===== src/rtl/cpu_pkg.sv =====
// Shared pipeline definitions: branch/ALU/forward codes and the decoded
// control bundle carried from ID through the stage registers.
package cpu_pkg;

  localparam logic [1:0] BR_NONE = 2'b00;
  localparam logic [1:0] BR_BEQ  = 2'b01;
  localparam logic [1:0] BR_BNE  = 2'b10;
  localparam logic [1:0] BR_BGTZ = 2'b11;

  localparam logic [2:0] ALU_ADD   = 3'b000;
  localparam logic [2:0] ALU_SUB   = 3'b001;
  localparam logic [2:0] ALU_RTYPE = 3'b100;

  localparam logic [1:0] FWD_RF  = 2'b00;
  localparam logic [1:0] FWD_MEM = 2'b01;
  localparam logic [1:0] FWD_WB  = 2'b10;

  // Full decoder bundle as seen in ID.
  typedef struct packed {
    logic       reg_dst;
    logic       alu_src;
    logic       mem_to_reg;
    logic       reg_write;
    logic       mem_write;
    logic       ext_op;
    logic [1:0] branch;
    logic [2:0] alu_op;
  } ctrl_t;

  // Stage subsets: each register keeps only what later stages consume.
  typedef struct packed {
    logic       alu_src;
    logic       ext_op;
    logic [2:0] alu_op;
    logic       mem_to_reg;
    logic       reg_write;
    logic       mem_write;
    logic [1:0] branch;
  } ex_ctrl_t;

  typedef struct packed {
    logic mem_to_reg;
    logic reg_write;
    logic mem_write;
  } mem_ctrl_t;

  typedef struct packed {
    logic mem_to_reg;
    logic reg_write;
  } wb_ctrl_t;

  // rt is a source for R-type, stores and the two-register branches.
  function automatic logic uses_rt(input ctrl_t c);
    return c.reg_dst | c.mem_write | (c.branch == BR_BEQ) | (c.branch == BR_BNE);
  endfunction

  function automatic ex_ctrl_t to_ex(input ctrl_t c);
    ex_ctrl_t e;
    e.alu_src    = c.alu_src;
    e.ext_op     = c.ext_op;
    e.alu_op     = c.alu_op;
    e.mem_to_reg = c.mem_to_reg;
    e.reg_write  = c.reg_write;
    e.mem_write  = c.mem_write;
    e.branch     = c.branch;
    return e;
  endfunction

endpackage


===== src/rtl/fwd_unit.sv =====
// Priority forwarding select for one EX source operand: MEM beats WB,
// and register $0 never forwards.
module fwd_unit
  import cpu_pkg::*;
(
  input  logic       src_valid,
  input  logic [4:0] src,
  input  logic       mem_reg_write,
  input  logic [4:0] mem_waddr,
  input  logic       wb_reg_write,
  input  logic [4:0] wb_waddr,
  output logic [1:0] fwd
);

  logic mem_hit;
  logic wb_hit;

  assign mem_hit = mem_reg_write & (mem_waddr != 5'd0) & (mem_waddr == src);
  assign wb_hit  = wb_reg_write  & (wb_waddr  != 5'd0) & (wb_waddr  == src);

  always_comb begin
    // NOTE: every always_comb output gets a default first so no path infers a latch.
    fwd = FWD_RF;
    if (src_valid) begin
      if (mem_hit)     fwd = FWD_MEM;
      else if (wb_hit) fwd = FWD_WB;
    end
  end

endmodule


===== src/rtl/control_pipe.sv =====
// Control-side pipeline: carries the decoded bundle through ID/EX, EX/MEM and
// MEM/WB, and produces load-use stall, EX branch resolution and forward selects.
module control_pipe
  import cpu_pkg::*;
(
  input  logic       clk,
  input  logic       reset_n,
  input  logic       id_valid,
  input  logic       id_RegDst,
  input  logic       id_ALUSrc,
  input  logic       id_MemtoReg,
  input  logic       id_RegWrite,
  input  logic       id_MemWrite,
  input  logic       id_ExtOp,
  input  logic [1:0] id_Branch,
  input  logic [2:0] id_ALUop,
  input  logic [4:0] id_rs,
  input  logic [4:0] id_rt,
  input  logic [4:0] id_rd,
  input  logic       ex_zero,
  input  logic       ex_neg,
  output logic       stall,
  output logic       branch_taken,
  output logic       ex_ALUSrc,
  output logic       ex_ExtOp,
  output logic [2:0] ex_ALUop,
  output logic [1:0] fwd_a,
  output logic [1:0] fwd_b,
  output logic       mem_MemWrite,
  output logic       mem_MemtoReg,
  output logic       wb_RegWrite,
  output logic       wb_MemtoReg,
  output logic [4:0] wb_waddr
);

  ctrl_t id_ctrl;

  logic      ex_valid_q;
  ex_ctrl_t  ex_ctrl_q;
  logic [4:0] ex_rs_q, ex_rt_q, ex_waddr_q;

  logic      mem_valid_q;
  mem_ctrl_t mem_ctrl_q;
  logic [4:0] mem_waddr_q;

  logic      wb_valid_q;
  wb_ctrl_t  wb_ctrl_q;
  logic [4:0] wb_waddr_q;

  logic branch_cond;
  logic load_use;
  logic bubble;

  always_comb begin
    id_ctrl.reg_dst    = id_RegDst;
    id_ctrl.alu_src    = id_ALUSrc;
    id_ctrl.mem_to_reg = id_MemtoReg;
    id_ctrl.reg_write  = id_RegWrite;
    id_ctrl.mem_write  = id_MemWrite;
    id_ctrl.ext_op     = id_ExtOp;
    id_ctrl.branch     = id_Branch;
    id_ctrl.alu_op     = id_ALUop;
  end

  always_comb begin
    branch_cond = 1'b0;
    case (ex_ctrl_q.branch)
      BR_BEQ:  branch_cond = ex_zero;
      BR_BNE:  branch_cond = ~ex_zero;
      BR_BGTZ: branch_cond = ~ex_zero & ~ex_neg;
      default: branch_cond = 1'b0;
    endcase
  end

  assign branch_taken = ex_valid_q & branch_cond;

  assign load_use = id_valid & ex_valid_q & ex_ctrl_q.mem_to_reg & (ex_waddr_q != 5'd0) &
                    ((ex_waddr_q == id_rs) | (uses_rt(id_ctrl) & (ex_waddr_q == id_rt)));

  // A branch in EX cannot also be a load, but if both fire the redirect wins.
  assign stall  = load_use & ~branch_taken;
  assign bubble = stall | branch_taken | ~id_valid;

  // NOTE: stage registers use non-blocking assignments so every stage samples pre-edge values.
  always_ff @(posedge clk or negedge reset_n) begin
    if (!reset_n) begin
      ex_valid_q  <= 1'b0;
      ex_ctrl_q   <= '0;
      ex_rs_q     <= '0;
      ex_rt_q     <= '0;
      ex_waddr_q  <= '0;
      mem_valid_q <= 1'b0;
      mem_ctrl_q  <= '0;
      mem_waddr_q <= '0;
      wb_valid_q  <= 1'b0;
      wb_ctrl_q   <= '0;
      wb_waddr_q  <= '0;
    end else begin
      if (bubble) begin
        ex_valid_q <= 1'b0;
        ex_ctrl_q  <= '0;
        ex_rs_q    <= '0;
        ex_rt_q    <= '0;
        ex_waddr_q <= '0;
      end else begin
        ex_valid_q <= 1'b1;
        ex_ctrl_q  <= to_ex(id_ctrl);
        ex_rs_q    <= id_rs;
        ex_rt_q    <= id_rt;
        ex_waddr_q <= id_RegDst ? id_rd : id_rt;
      end

      mem_valid_q           <= ex_valid_q;
      mem_ctrl_q.mem_to_reg <= ex_ctrl_q.mem_to_reg;
      mem_ctrl_q.reg_write  <= ex_ctrl_q.reg_write;
      mem_ctrl_q.mem_write  <= ex_ctrl_q.mem_write;
      mem_waddr_q           <= ex_waddr_q;

      wb_valid_q           <= mem_valid_q;
      wb_ctrl_q.mem_to_reg <= mem_ctrl_q.mem_to_reg;
      wb_ctrl_q.reg_write  <= mem_ctrl_q.reg_write;
      wb_waddr_q           <= mem_waddr_q;
    end
  end

  fwd_unit u_fwd_a (
    .src_valid     (ex_valid_q),
    .src           (ex_rs_q),
    .mem_reg_write (mem_valid_q & mem_ctrl_q.reg_write),
    .mem_waddr     (mem_waddr_q),
    .wb_reg_write  (wb_valid_q & wb_ctrl_q.reg_write),
    .wb_waddr      (wb_waddr_q),
    .fwd           (fwd_a)
  );

  fwd_unit u_fwd_b (
    .src_valid     (ex_valid_q),
    .src           (ex_rt_q),
    .mem_reg_write (mem_valid_q & mem_ctrl_q.reg_write),
    .mem_waddr     (mem_waddr_q),
    .wb_reg_write  (wb_valid_q & wb_ctrl_q.reg_write),
    .wb_waddr      (wb_waddr_q),
    .fwd           (fwd_b)
  );

  assign ex_ALUSrc    = ex_valid_q & ex_ctrl_q.alu_src;
  assign ex_ExtOp     = ex_valid_q & ex_ctrl_q.ext_op;
  assign ex_ALUop     = ex_valid_q ? ex_ctrl_q.alu_op : 3'b000;
  assign mem_MemWrite = mem_valid_q & mem_ctrl_q.mem_write;
  assign mem_MemtoReg = mem_valid_q & mem_ctrl_q.mem_to_reg;
  assign wb_RegWrite  = wb_valid_q & wb_ctrl_q.reg_write & (wb_waddr_q != 5'd0);
  assign wb_MemtoReg  = wb_valid_q & wb_ctrl_q.mem_to_reg;
  assign wb_waddr     = wb_valid_q ? wb_waddr_q : 5'd0;

endmodule

===== config.mk =====
export PLATFORM = sky130hd
export DESIGN_NAME = control_pipe
export DESIGN_NICKNAME = d
export VERILOG_FILES = /design/src/rtl/cpu_pkg.sv /design/src/rtl/fwd_unit.sv /design/src/rtl/control_pipe.sv
export SDC_FILE = /design/constraint.sdc
export NUM_CORES = 1
export LEC_CHECK = 0
export ABC_CLOCK_PERIOD_IN_PS = 3000
export CAP_MARGIN = 5
export CORE_MARGIN = 10
export CORE_UTILIZATION = 45
export DETAILED_ROUTE_END_ITERATION = 6
export PLACE_DENSITY = 0.79
export RECOVER_POWER = 100
export SYNTH_ARGS = -nofsm -noshare
export SYNTH_HDL_FRONTEND = slang
export SYNTH_SLANG_ARGS = --single-unit

===== constraint.sdc =====
create_clock -name clk -period 3 [get_ports clk]
set_clock_uncertainty 0.1 [all_clocks]
set_input_delay 0.75 -clock clk [delete_from_list [all_inputs] [get_ports clk]]
set_output_delay 0.75 -clock clk [all_outputs]
set_load 0.02 [all_outputs]

# Yosys cells after proc, flatten, opt, wreduce, memory -nomap -nowiden
# Index checks and enable logic that the tools add are counted.
word_totals:
  reg_bits: 43
  output_inout_bits: 20
  input_bits: 31
op_classes:
  n_reduce_logical: 3
  bitwise: 31
  n_eq_ne: 11
  n_mux: 15
op_table:
  columns: ["cell", "count"]
  rows:
  - ["$eq 5x5->1", 6]
  - ["$mux 5", 5]
  - ["$and 1x1->1", 21]
  - ["$reduce_bool 5->1", 3]
  - ["$mux 2", 6]
  - ["$mux 10", 1]
  - ["$eq 2x2->1 const B", 3]
  - ["$or 1x1->1", 6]
  - ["$eq 2x1->1 const B", 2]
  - ["$not 1->1", 4]
  - ["$mux 3", 1]
  - ["$pmux 1 s3", 1]
  - ["$mux 1", 1]

# Logic depth before layout (Yosys ltp)
# Gate-level depths: netlist of run 1.
logic_depth:
  ltp_word: 10
  depth_mapped: 6
  mapped_depth_nobuf: 5

# By module
# A second synthesis of run 1 with hierarchy kept.
hier_totals:
  cells_unflattened: 163
  hier_area_um2: 2082.0
modules_own_cells:
  columns: ["module", "area_each_um2", "n_inst", "cells_each"]
  rows:
  - ["control_pipe", 1751.7, 1, 121]
  - ["fwd_unit", 165.2, 2, 21]

# Worst setup path after synthesis of run 1
# No wires, ideal clock.
synth_path:
  kind: "input to output"
  from: "in id_RegDst"
  to: "out stall"
  path_stages: 5
  arrival_ns: 2.065
  slack_ns: 0.085
  required_time_ns: 2.150
  cell_sequence: "buf_2 > o311ai_1 > or4_4 > a21oi_4 > nor2b_1"
synth_between:
  elab_chain_cells: 7
synth_rtl:
  columns: ["item", "line", "source"]
  rows:
  - ["start: declaration", "control_pipe.sv:9", "input logic id_RegDst,"]
  - ["$or 1x1->1 (3 in a row)", "cpu_pkg.sv:54", "return c.reg_dst | c.mem_write | (c.branch == BR_BEQ) | (c.branch == BR_BNE);"]
  - ["$and 1x1->1", "control_pipe.sv:78", "((ex_waddr_q == id_rs) | (uses_rt(id_ctrl) & (ex_waddr_q == id_rt)));"]
  - ["$or 1x1->1", "control_pipe.sv:78", null]
  - ["$and 1x1->1", "control_pipe.sv:77", "assign load_use = id_valid & ex_valid_q & ex_ctrl_q.mem_to_reg & (ex_waddr_q != 5'd0) &"]
  - ["$and 1x1->1", "control_pipe.sv:81", "assign stall = load_use & ~branch_taken;"]
  - ["end: declaration", "control_pipe.sv:22", "output logic stall,"]
# No other way between the ends.

# Final worst setup path of run 1
layout_path:
  from: "in id_rt[0]"
  to: "out stall"
layout_between:
  elab_chain_cells: 5
layout_rtl:
  columns: ["item", "line", "source"]
  rows:
  - ["start: declaration", "control_pipe.sv:18", "input logic [4:0] id_rt,"]
  - ["$eq 5x5->1", "control_pipe.sv:78", null]
  - ["$and 1x1->1", "control_pipe.sv:78", null]
  - ["$or 1x1->1", "control_pipe.sv:78", null]
  - ["$and 1x1->1", "control_pipe.sv:77", null]
  - ["$and 1x1->1", "control_pipe.sv:81", null]
# No other way between the ends.

==> flow_metrics.env, run 1 <==
export IMPL_r2r_cells=6
export IMPL_ant_nets=0
export IMPL_wl_per_cell_um=16.32
export IMPL_crit_type="in2out"
export IMPL_portBuffers=50
export IMPL_clock_sinks=43
export IMPL_areaGrowthSynthToFinish_pct=35.03
export IMPL_multiInputGateArea_um2=867.1
export IMPL_pre_cts_ws_ps=-738.2
export IMPL_grt_ovfl_total=0
export IMPL_final_max_slew_violation_count=44
export IMPL_path_max_fanout=3
export IMPL_power_leakage_nw=1.265
export IMPL_post_route_period_util_pct=101.9
export IMPL_synthDistinctLibCells=28
export IMPL_slew_headroom_pct=-43.58
export IMPL_violations="capacitance limit, slew limit, setup timing"
export IMPL_cpPeakStageDelay_ps=540
export IMPL_whs_path_depth=0
export IMPL_fmax_mhz=327.1
export IMPL_ioPinCount=51
export IMPL_dieArea_um2=7502
export IMPL_start_kind="primary input"
export IMPL_grt_start_max_net_pins=44
export IMPL_cp_arrival_ps=2210
export IMPL_worst_pin_slew_ps=2154
export IMPL_yosysWarnings=0
export IMPL_ctsHoldBuffers=0
export IMPL_outcome="finished, violations left"
export IMPL_synth_net_count=185
export IMPL_drt_iter0_drc=53
export IMPL_initial_utilization_pct=46.18
export IMPL_endpoint_kind="output port"
export IMPL_synth_compound_area_share_pct=3.571
export IMPL_power_frac_comb_pct=15.9
export IMPL_synth_top_area_cell="dfrtp_1"
export IMPL_drc=0
export IMPL_hold_violations=0
export IMPL_cts_tree="done"
export IMPL_hold_path_class="reg2reg"
export IMPL_post_route_util_pct=62.36
export IMPL_fin_ws_ps=-56.97
export IMPL_die_x_um=86.62
export IMPL_grt_pass1_wl_um=7603
export IMPL_place_congestion=0.8535
export IMPL_clk_path_buf_depth=2
export IMPL_pwr_share_seq_pct=50.2
export IMPL_critPathRequiredTime_ps=2150
export IMPL_diodes=0
export IMPL_p_clk_share_pct=34.0
export IMPL_cts_buffers=5
export IMPL_via_count=1382
export IMPL_first_pass_iters=4
export IMPL_cp_cell_sequence="dlymetal6s2s_1, xnor2_1, o311ai_2, or4_4, a21oi_4, nor2b_4, buf_6"
export IMPL_p_switching_mw=0.3161
export IMPL_synthAdderAreaFrac_pct=0
export IMPL_synthSimpleGateAreaFrac_pct=24.50
export IMPL_power_switching_share_pct=24.49
export IMPL_regArea_um2=1076
export IMPL_rows=24
export IMPL_post_dp_hpwl_um=3440
export IMPL_htree_levels=2
export IMPL_yosysTopAreaCellShare_pct=53.88
export IMPL_track_usage_pct=12.68
export IMPL_netlist_area_um2=1997
export IMPL_drive_gt1_share_pct=18.10
export IMPL_intPower_mw=0.9745
export IMPL_maxCapViolations=1
export IMPL_cts_setup_buffers=0
export IMPL_synth_area_leaders="dfrtp_1, nor3b_2, xor2_1"
export IMPL_rsz0062_at_grt="yes"
export IMPL_ir_worst_vdd_uv=373.0
export IMPL_slowest_stage="or4_4"
export IMPL_period_needed_ps=3057
export IMPL_power_density_nw_per_um2=478.7
export IMPL_synth_xor_area_share_pct=13.60
export IMPL_cts_root_buf="clkbuf_8"
export IMPL_die_height_um=86.62
export IMPL_nets=251
export IMPL_synthMuxAreaShare_pct=2.506
export IMPL_vias_per_cell=5.062
export IMPL_cts_clk_slew_worst_paths_ps=80
export IMPL_grt_pass1_vias=1524
export IMPL_synth_top_family_by_area="simple AND/OR/NAND/NOR gates"
export IMPL_clk_latency_ps=290
export IMPL_ys_seq_elements=43
export IMPL_finalSetupViolCount=1
export IMPL_postSynthAreaPerCell_um2=12.97
export IMPL_drt_wl_total_um=4456
export IMPL_fillCellCount=371
export IMPL_coreArea_um2=4324
export IMPL_antenna_found_initial=0
export IMPL_synthCells=154
export IMPL_ys_seq_area_share_pct=53.88
-- state kept, by name (all words and copies together) (netlist names) --
name         cells
ex_ctrl_q       10
ex_rs_q          5
ex_rt_q          5
ex_valid_q       1
ex_waddr_q       5
mem_ctrl_q       3
mem_valid_q      1
mem_waddr_q      5
wb_ctrl_q        2
wb_valid_q       1
wb_waddr_q       5
-- power groups by stage --
stage | logic [mW] | registers (mW) | clock network, mW
3_5_place_dp | 0.217 | 0.659 | 0
5_1_grt | 0.228 | 0.653 | 0.475
2_1_floorplan | 0.108 | 0.654 | 0
3_3_place_gp | 0.213 | 0.658 | 0
4_1_cts | 0.218 | 0.648 | 0.449
6_report | 0.205 | 0.647 | 0.439
-- placed cells by master, fill, tap and decap left out, types with 2 or more instances in the layout --
master / synthesis / routed
xor2_1: 17 / 17
and2_1: 15 / 15
dfrtp_1: 43 / 43
nor3b_2: 14 / 8
or4_1: 2 / 2
xnor2_1: 14 / 14
clkbuf_8: 0 / 5
nor3_2: 5 / 5
clkbuf_2: 0 / 4
mux2i_1: 5 / 5
nor3b_1: 6 / 12
dlymetal6s2s_1: 0 / 7
nor4_1: 2 / 2
buf_4: 0 / 8
dlygate4sd2_1: 0 / 3
clkbuf_1: 2 / 7
nand2_1: 3 / 3
dlygate4sd3_1: 0 / 5
nand3_1: 5 / 5
nor3_1: 5 / 5
clkdlybuf4s50_1: 0 / 29
-- repair_timing --
action / 4_1_cts / 5_1_grt
resized for setup: 13 / 18
setup endpoints to repair: 6 / 3
pin swaps: 1 / 4
-- worst max-delay path, delay by kind of cell --
kind,cells,cell delay (ps)
AND/OR/NAND/NOR,2,710
XOR/XNOR,1,180
buffers and inverters,2,270
AO/OA/AOI/OAI,2,290
-- metal layers --
metal / share of wire (%) / vias up / wire [µm] / global-route usage, %
li1: - / 658 / - / -
met1: 38 / 677 / 1706 / 13.54
met2: 52 / 41 / 2308 / 21.95
met3: 9.0 / 6 / 402 / 5.816
met4: 0.85 / 0 / 38 / 3.535
met5: 0 / - / 0 / 0
-- path summary, 6_finish.rpt --
path | startpoint | to | slack, ps
worst max register to register | ex_waddr_q[3] | ex_rt_q[3] | 780
min in group asynchronous | reset_n | ex_waddr_q[3] | 980
worst min register to register | ex_ctrl_q[2] | mem_ctrl_q[0] | 260
worst max-delay path | id_rt[0] | stall | -60
worst min-delay path | ex_ctrl_q[2] | mem_ctrl_q[0] | 260
max in group asynchronous | reset_n | wb_waddr_q[0] | 600
-- logic make-up after synthesis --
group	after synthesis
xor+xnor	31
buf+inv	6
simple gates	62
mux	5
flops	43
compound gates	7
-- synthesized netlist by cell type --
cell type	n
dfrtp_1	43
xor2_1	17
and2_1	15
nor3b_2	14
xnor2_1	14
nor3b_1	6
mux2i_1	5
nand3_1	5
nor3_1	5
nor3_2	5
nand2_1	3
buf_6	2
clkbuf_1	2
nor2b_1	2
nor4_1	2
or4_1	2
a21oi_1	1
a21oi_4	1
a22o_1	1
buf_2	1
inv_1	1
nor2_2	1
o2111ai_2	1
o211ai_1	1
o311a_1	1
o311ai_1	1
or3_1	1
or4_4	1
-- stage by stage --
step | setup TNS (ps) | cells | cell area, µm² | total power [mW] | hold slack, ps
2_1_floorplan | 0 | 154 | 1997 | 0.7621 | 231.2
3_3_place_gp | -713.7 | 265 | 2628 | 0.8713 | 232.5
3_5_place_dp | -807.1 | 265 | 2628 | 0.8759 | 241.7
4_1_cts | -227.4 | 273 | 2743 | 1.315 | 263.2
5_1_grt | -118.8 | 273 | 2696 | 1.356 | 271.0
6_report | -56.97 | 273 | 2696 | 1.291 | 259.4
-- cell type report --
| type | count | share of cell area (%) |
|---|---|---|
| repair buffers | 64 | 21.21 |
| clock inverters | 3 | 1.624 |
| multi-input cells | 105 | 32.16 |
| inverters | 1 | 0.1392 |
| well taps | 52 | 2.413 |
| flip-flops and latches | 43 | 39.91 |
| clock buffers | 5 | 2.552 |
Note: power is estimated with default switching activity, not from simulation.
==> run 2, diff against run 1 <==
==> constraint.sdc (replaced) <==
create_clock -name clk -period 3 [get_ports clk]
set_clock_uncertainty 0.1 [all_clocks]
set_input_delay 0.6 -clock clk [delete_from_list [all_inputs] [get_ports clk]]
set_output_delay 0.6 -clock clk [all_outputs]
set_load 0.02 [all_outputs]
==> run 2 against run 1 <==
  * Power decreased by 7.3%
  * Clock-buffer cell count increased by 1
  * Routed wire length shrank 5.9%
  * Largest cell class unchanged
  * Final cell count is 1.8% lower
  * Global-route usage is 0.72 points lower
  * Clock power fell by 21%
  * Register-to-register slack better by 130 ps
  * Sequential power is 0.8% higher
  * Critical path type unchanged
  * Setup slack improved by 120 ps
  * Critical endpoint unchanged
  * First-iteration DRC count up 28%
  * Combinational power decreased by 4%
  * The flow finishes with violations (capacitance limit, slew limit)
  * Die area unchanged
==> flow_metrics.env, run 2 (synthesis results as in run 1) <==
export IMPL_rows=24
export IMPL_post_dp_hpwl_um=3307
export IMPL_worst_pin_slew_ps=2126
export IMPL_maxCapViolations=1
export IMPL_hold_path_class="reg2reg"
export IMPL_vias_per_cell=4.974
export IMPL_finalSetupViolCount=0
export IMPL_cp_arrival_ps=2230
export IMPL_drt_wl_total_um=4194
export IMPL_crit_start="id_Branch[0]"
export IMPL_path_max_fanout=2
export IMPL_cts_setup_buffers=0
export IMPL_layout_common_cells="dfrtp_1, clkdlybuf4s50_1, xor2_1"
export IMPL_first_pass_iters=4
export IMPL_design_area_um2=2668
export IMPL_fin_cells=268
export IMPL_initial_utilization_pct=46.18
export IMPL_hold_violations=0
export IMPL_start_kind="primary input"
export IMPL_drive_gt1_share_pct=19.44
export IMPL_grt_busiest_layer="met2"
export IMPL_intPower_mw=0.8899
export IMPL_placedCellCount=260
export IMPL_power_leakage_nw=1.219
export IMPL_power_density_nw_per_um2=448.7
export IMPL_p_switching_mw=0.3071
export IMPL_grt_start_max_net_pins=44
export IMPL_ant_nets=0
export IMPL_outcome="finished, violations left"
export IMPL_p_clk_share_pct=29.1
export IMPL_multiInputGateArea_um2=889.6
export IMPL_min_from="ex_ctrl_q[2]"
export IMPL_fin_ws_ps=65.19
export IMPL_met1_usage_pct=13.04
export IMPL_die_x_um=86.62
export IMPL_regMostFlops="ex_ctrl_q"
export IMPL_areaGrowthSynthToFinish_pct=33.58
export IMPL_ir_worst_vdd_uv=335.8
export IMPL_fillCellCount=360
export IMPL_portBuffers=50
export IMPL_tns_ps=0
export IMPL_slew_headroom_pct=-41.76
export IMPL_drc=0
export IMPL_largest_reg_flops=10
export IMPL_grtUsageMet3_pct=5.722
export IMPL_period_needed_ps=2935
export IMPL_regArea_um2=1076
export IMPL_place_congestion=0.7963
export IMPL_htree_levels=2
export IMPL_grt_ovfl_total=0
export IMPL_power_switching_share_pct=25.65
export IMPL_cts_buffers=5
export IMPL_cts_clk_slew_worst_paths_ps=80
export IMPL_nets=246
export IMPL_diodes=0
export IMPL_final_max_slew_violation_count=44
export IMPL_die_height_um=86.62
export IMPL_antenna_found_initial=0
export IMPL_clk_path_buf_depth=2
export IMPL_violations="capacitance limit, slew limit"
export IMPL_grt_pass1_vias=1513
export IMPL_drt_iter0_drc=68
export IMPL_gr_usage_met2_pct=19.93
export IMPL_hold_slack_ps=254.1
export IMPL_dpl_cell_area_um2=2590
export IMPL_coreArea_um2=4324
export IMPL_pwr_share_seq_pct=54.5
export IMPL_cts_tree="done"
export IMPL_grt_pass1_wl_um=7196
export IMPL_cts_root_buf="clkbuf_8"
export IMPL_ctsHoldBuffers=0
export IMPL_clk_latency_ps=290
export IMPL_crit_type="in2out"
export IMPL_wl_per_cell_um=15.65
export IMPL_dieArea_um2=7502
export IMPL_critPathRequiredTime_ps=2300
export IMPL_ioPinCount=51
export IMPL_post_route_period_util_pct=97.83
export IMPL_endpoint_kind="output port"
export IMPL_power_frac_comb_pct=16.4
export IMPL_rsz0062_at_grt="yes"
export IMPL_pre_cts_ws_ps=-450.7
export IMPL_via_count=1333
export IMPL_track_usage_pct=11.96
export IMPL_post_route_util_pct=61.69
export IMPL_clock_sinks=43
export IMPL_r2r_start="ex_waddr_q[3]"
export IMPL_final_common_cell="dfrtp_1"
export IMPL_fmax_mhz=340.7
export IMPL_finalPower_mw=1.197
[run 2: changes by cell type in the layout (fill, tap and decap cells not counted), moves of 2 or more]
cell | before | now
clkdlybuf4s50_1 | 29 | 32
clkbuf_2 | 4 | 2
nor3b_2 | 8 | 14
nor3b_1 | 12 | 6
dlygate4sd3_1 | 5 | 10
dlymetal6s2s_1 | 7 | 2
clkbuf_1 | 7 | 3
[run 2: critical path: stages]
cell,delay (ps)
clkdlybuf4s50_1,490
xor2_1,150
o311ai_1,100
or4_4,450
a21oi_4,150
nor2b_4,150
buf_4,150
[run 2: cell type report]
class                   count  share of cell area, %
clock inverters             2                 0.4690
repair buffers             59                  20.54
multi-input cells         105                  33.35
well taps                  52                  2.439
flip-flops and latches     43                  40.34
inverters                   1                 0.1407
clock buffers               6                  2.720
[run 2: power groups by stage]
| stage | Combinational [mW] | Sequential, mW | Clock (mW) |
|---|---|---|---|
| after global routing | 0.218 | 0.658 | 0.385 |
| after global placement | 0.200 | 0.664 | 0 |
| final | 0.196 | 0.652 | 0.348 |
| after floorplan | 0.108 | 0.654 | 0 |
| after CTS | 0.203 | 0.653 | 0.354 |
| after detailed placement | 0.203 | 0.665 | 0 |
[run 2: path summary, 6_finish.rpt]
path	to	slack, ps	cells past startpoint
max in group asynchronous	ex_waddr_q[0]	770	1
setup / recovery	stall	70	7
hold / removal	mem_ctrl_q[0]	250	0
setup reg to reg	ex_rt_q[4]	910	6
min in group asynchronous	ex_waddr_q[3]	820	1
hold reg to reg	mem_ctrl_q[0]	250	0
[run 2: what timing repair did]
item | CTS | global route
endpoints found under the setup margin | 5 | 3
endpoints found under the hold margin | 0 | 0
gates resized for setup | 9 | 10
[run 2: routing by layer]
layer	wire [µm]	share of wire, %
met1	1745	42
met2	1999	48
met3	390	9.3
met4	57	1.4
met5	0	0
==> run 3, diff against run 2 <==
REMOVE_ABC_BUFFERS = 1   (was not set)
==> run 3 against run 2 <==
  * The run still ends with capacitance limit, slew limit left
  * Utilization decreased by 2.3 points
  * Sequential cell count unchanged
  * Hold slack got worse by 1.9 ps
  * Die area unchanged
  * Cell area decreased by 3.7%
  * Setup slack improved by 11 ps
  * Combinational power decreased by 5%
  * Sequential power about the same
  * Sequential share of layout area increased by 1.5 points
  * Critical path depth unchanged
  * Critical endpoint unchanged
  * Highest routed layer unchanged
==> flow_metrics.env, run 3 (synthesis results as in run 1) <==
export IMPL_maxCapViolations=1
export IMPL_grt_start_max_net_pins=44
export IMPL_rows=24
export IMPL_cts_tree="done"
export IMPL_layout_common_cells="dfrtp_1, clkdlybuf4s50_1, nor3b_1"
export IMPL_dieArea_um2=7502
export IMPL_portBuffers=50
export IMPL_finalSetupViolCount=0
export IMPL_cp_arrival_ps=2220
export IMPL_post_dp_hpwl_um=3228
export IMPL_period_needed_ps=2924
export IMPL_start_kind="primary input"
export IMPL_drt_iter0_drc=74
export IMPL_place_congestion=0.8792
export IMPL_drive_gt1_share_pct=8.531
export IMPL_cts_root_buf="clkbuf_8"
export IMPL_grt_ovfl_total=0
export IMPL_first_pass_iters=4
export IMPL_crit_type="in2out"
export IMPL_initial_utilization_pct=46.18
export IMPL_grt_pass1_wl_um=7100
export IMPL_regMostFlops="ex_ctrl_q"
export IMPL_outcome="finished, violations left"
export IMPL_post_route_util_pct=59.43
export IMPL_fmax_mhz=342.0
export IMPL_multiInputGateArea_um2=787.0
export IMPL_track_usage_pct=11.84
export IMPL_drt_wl_total_um=4159
export IMPL_drc=0
export IMPL_final_max_slew_violation_count=44
export IMPL_placedCellCount=255
export IMPL_antenna_found_initial=0
export IMPL_coreArea_um2=4324
export IMPL_critPathRequiredTime_ps=2300
export IMPL_fin_cells=263
export IMPL_slew_headroom_pct=-44.80
export IMPL_hold_violations=0
export IMPL_grt_pass1_vias=1490
export IMPL_regArea_um2=1076
export IMPL_cts_setup_buffers=0
export IMPL_wl_per_cell_um=15.81
export IMPL_post_route_period_util_pct=97.46
export IMPL_endpoint_kind="output port"
export IMPL_power_density_nw_per_um2=502.4
export IMPL_diodes=0
export IMPL_path_max_fanout=2
export IMPL_areaGrowthSynthToFinish_pct=28.70
export IMPL_clk_path_buf_depth=2
export IMPL_hold_path_class="reg2reg"
export IMPL_fillCellCount=395
export IMPL_die_x_um=86.62
export IMPL_worst_pin_slew_ps=2172
export IMPL_vias_per_cell=5.080
export IMPL_cts_clk_slew_worst_paths_ps=80
export IMPL_rsz0062_at_grt="no"
export IMPL_largest_reg_flops=10
export IMPL_htree_levels=2
export IMPL_via_count=1336
export IMPL_cts_buffers=5
export IMPL_die_height_um=86.62
export IMPL_clk_latency_ps=290
export IMPL_final_common_cell="dfrtp_1"
export IMPL_ioPinCount=51
export IMPL_ir_worst_vdd_uv=286.8
export IMPL_ant_nets=0
export IMPL_clock_sinks=43
export IMPL_nets=241
export IMPL_violations="capacitance limit, slew limit"
export IMPL_power_leakage_nw=1.179
run 3: cell types whose count changed in the layout (fill, tap and decap cells not counted), sizes merged:
cell and change:
dlymetal6s2s -1, clkdlybuf4s50 -4, clkinvlp -1, buf -5, bufinv +1, dlygate4sd3 +5
run 3: through the flow:
step	setup TNS [ps]	total power [mW]	setup slack, ps	hold WS, ps	instance area (µm²)
floorplan	-15.13	0.7595	-15.13	204.4	1962
global placement	-380.2	0.8606	-380.2	232.2	2565
detailed placement	-412.5	0.8663	-412.5	241.1	2565
CTS	0	1.322	32.13	259.4	2673
global route	0	1.358	5.116	262.7	2570
finish	0	1.291	76.17	252.2	2570
run 3: critical path, stage by stage:
cell             delay, ps
clkdlybuf4s50_1        500
xor2_1                 160
o311ai_1                90
or4_4                  440
a21oi_4                140
nor2b_1                140
buf_4                  150
run 3: cell type report:
cell class / instances / share of cell area, %
Clock buffer: 6 / 3.213
Clock inverter: 2 / 1.363
Inverter: 1 / 0.1461
Multi-Input combinational cell: 105 / 30.62
Sequential cell: 43 / 41.87
Tap cell: 52 / 2.532
Timing Repair Buffer: 54 / 20.25
run 3: repair_timing:
item | 4_1_cts | 5_1_grt
resized for setup | 8 | 8
hold buffers | 0 | 0
setup endpoints to repair | 5 | 3
hold endpoints to repair | 0 | 0
run 3: final timing paths:
| path | depth (start not counted) | startpoint | end | slack, ps |
|---|---|---|---|---|
| max | 7 | id_Branch[1] | stall | 80 |
| max in group asynchronous | 1 | reset_n | wb_waddr_q[3] | 720 |
| min reg2reg | 0 | ex_ctrl_q[3] | mem_ctrl_q[1] | 250 |
| max reg2reg | 5 | ex_waddr_q[1] | ex_rt_q[0] | 740 |
| min in group asynchronous | 1 | reset_n | ex_ctrl_q[9] | 840 |
| min | 0 | ex_ctrl_q[3] | mem_ctrl_q[1] | 250 |
run 3: routing by layer:
| metal | GRT usage [%] | vias up | part of all wire (%) |
|---|---|---|---|
| met5 | 0 | - | 0 |
| met4 | 3.976 | 0 | 1.2 |
| met3 | 5.347 | 6 | 7.8 |
| met2 | 19.40 | 42 | 49 |
| met1 | 13.34 | 650 | 42 |
| li1 | - | 638 | - |
run 3: where the power goes:
group | switching [mW] | total, mW | internal [mW]
Sequential | 0.0366 | 0.653 | 0.616
Combinational | 0.0811 | 0.186 | 0.104
Clock | 0.184 | 0.453 | 0.269
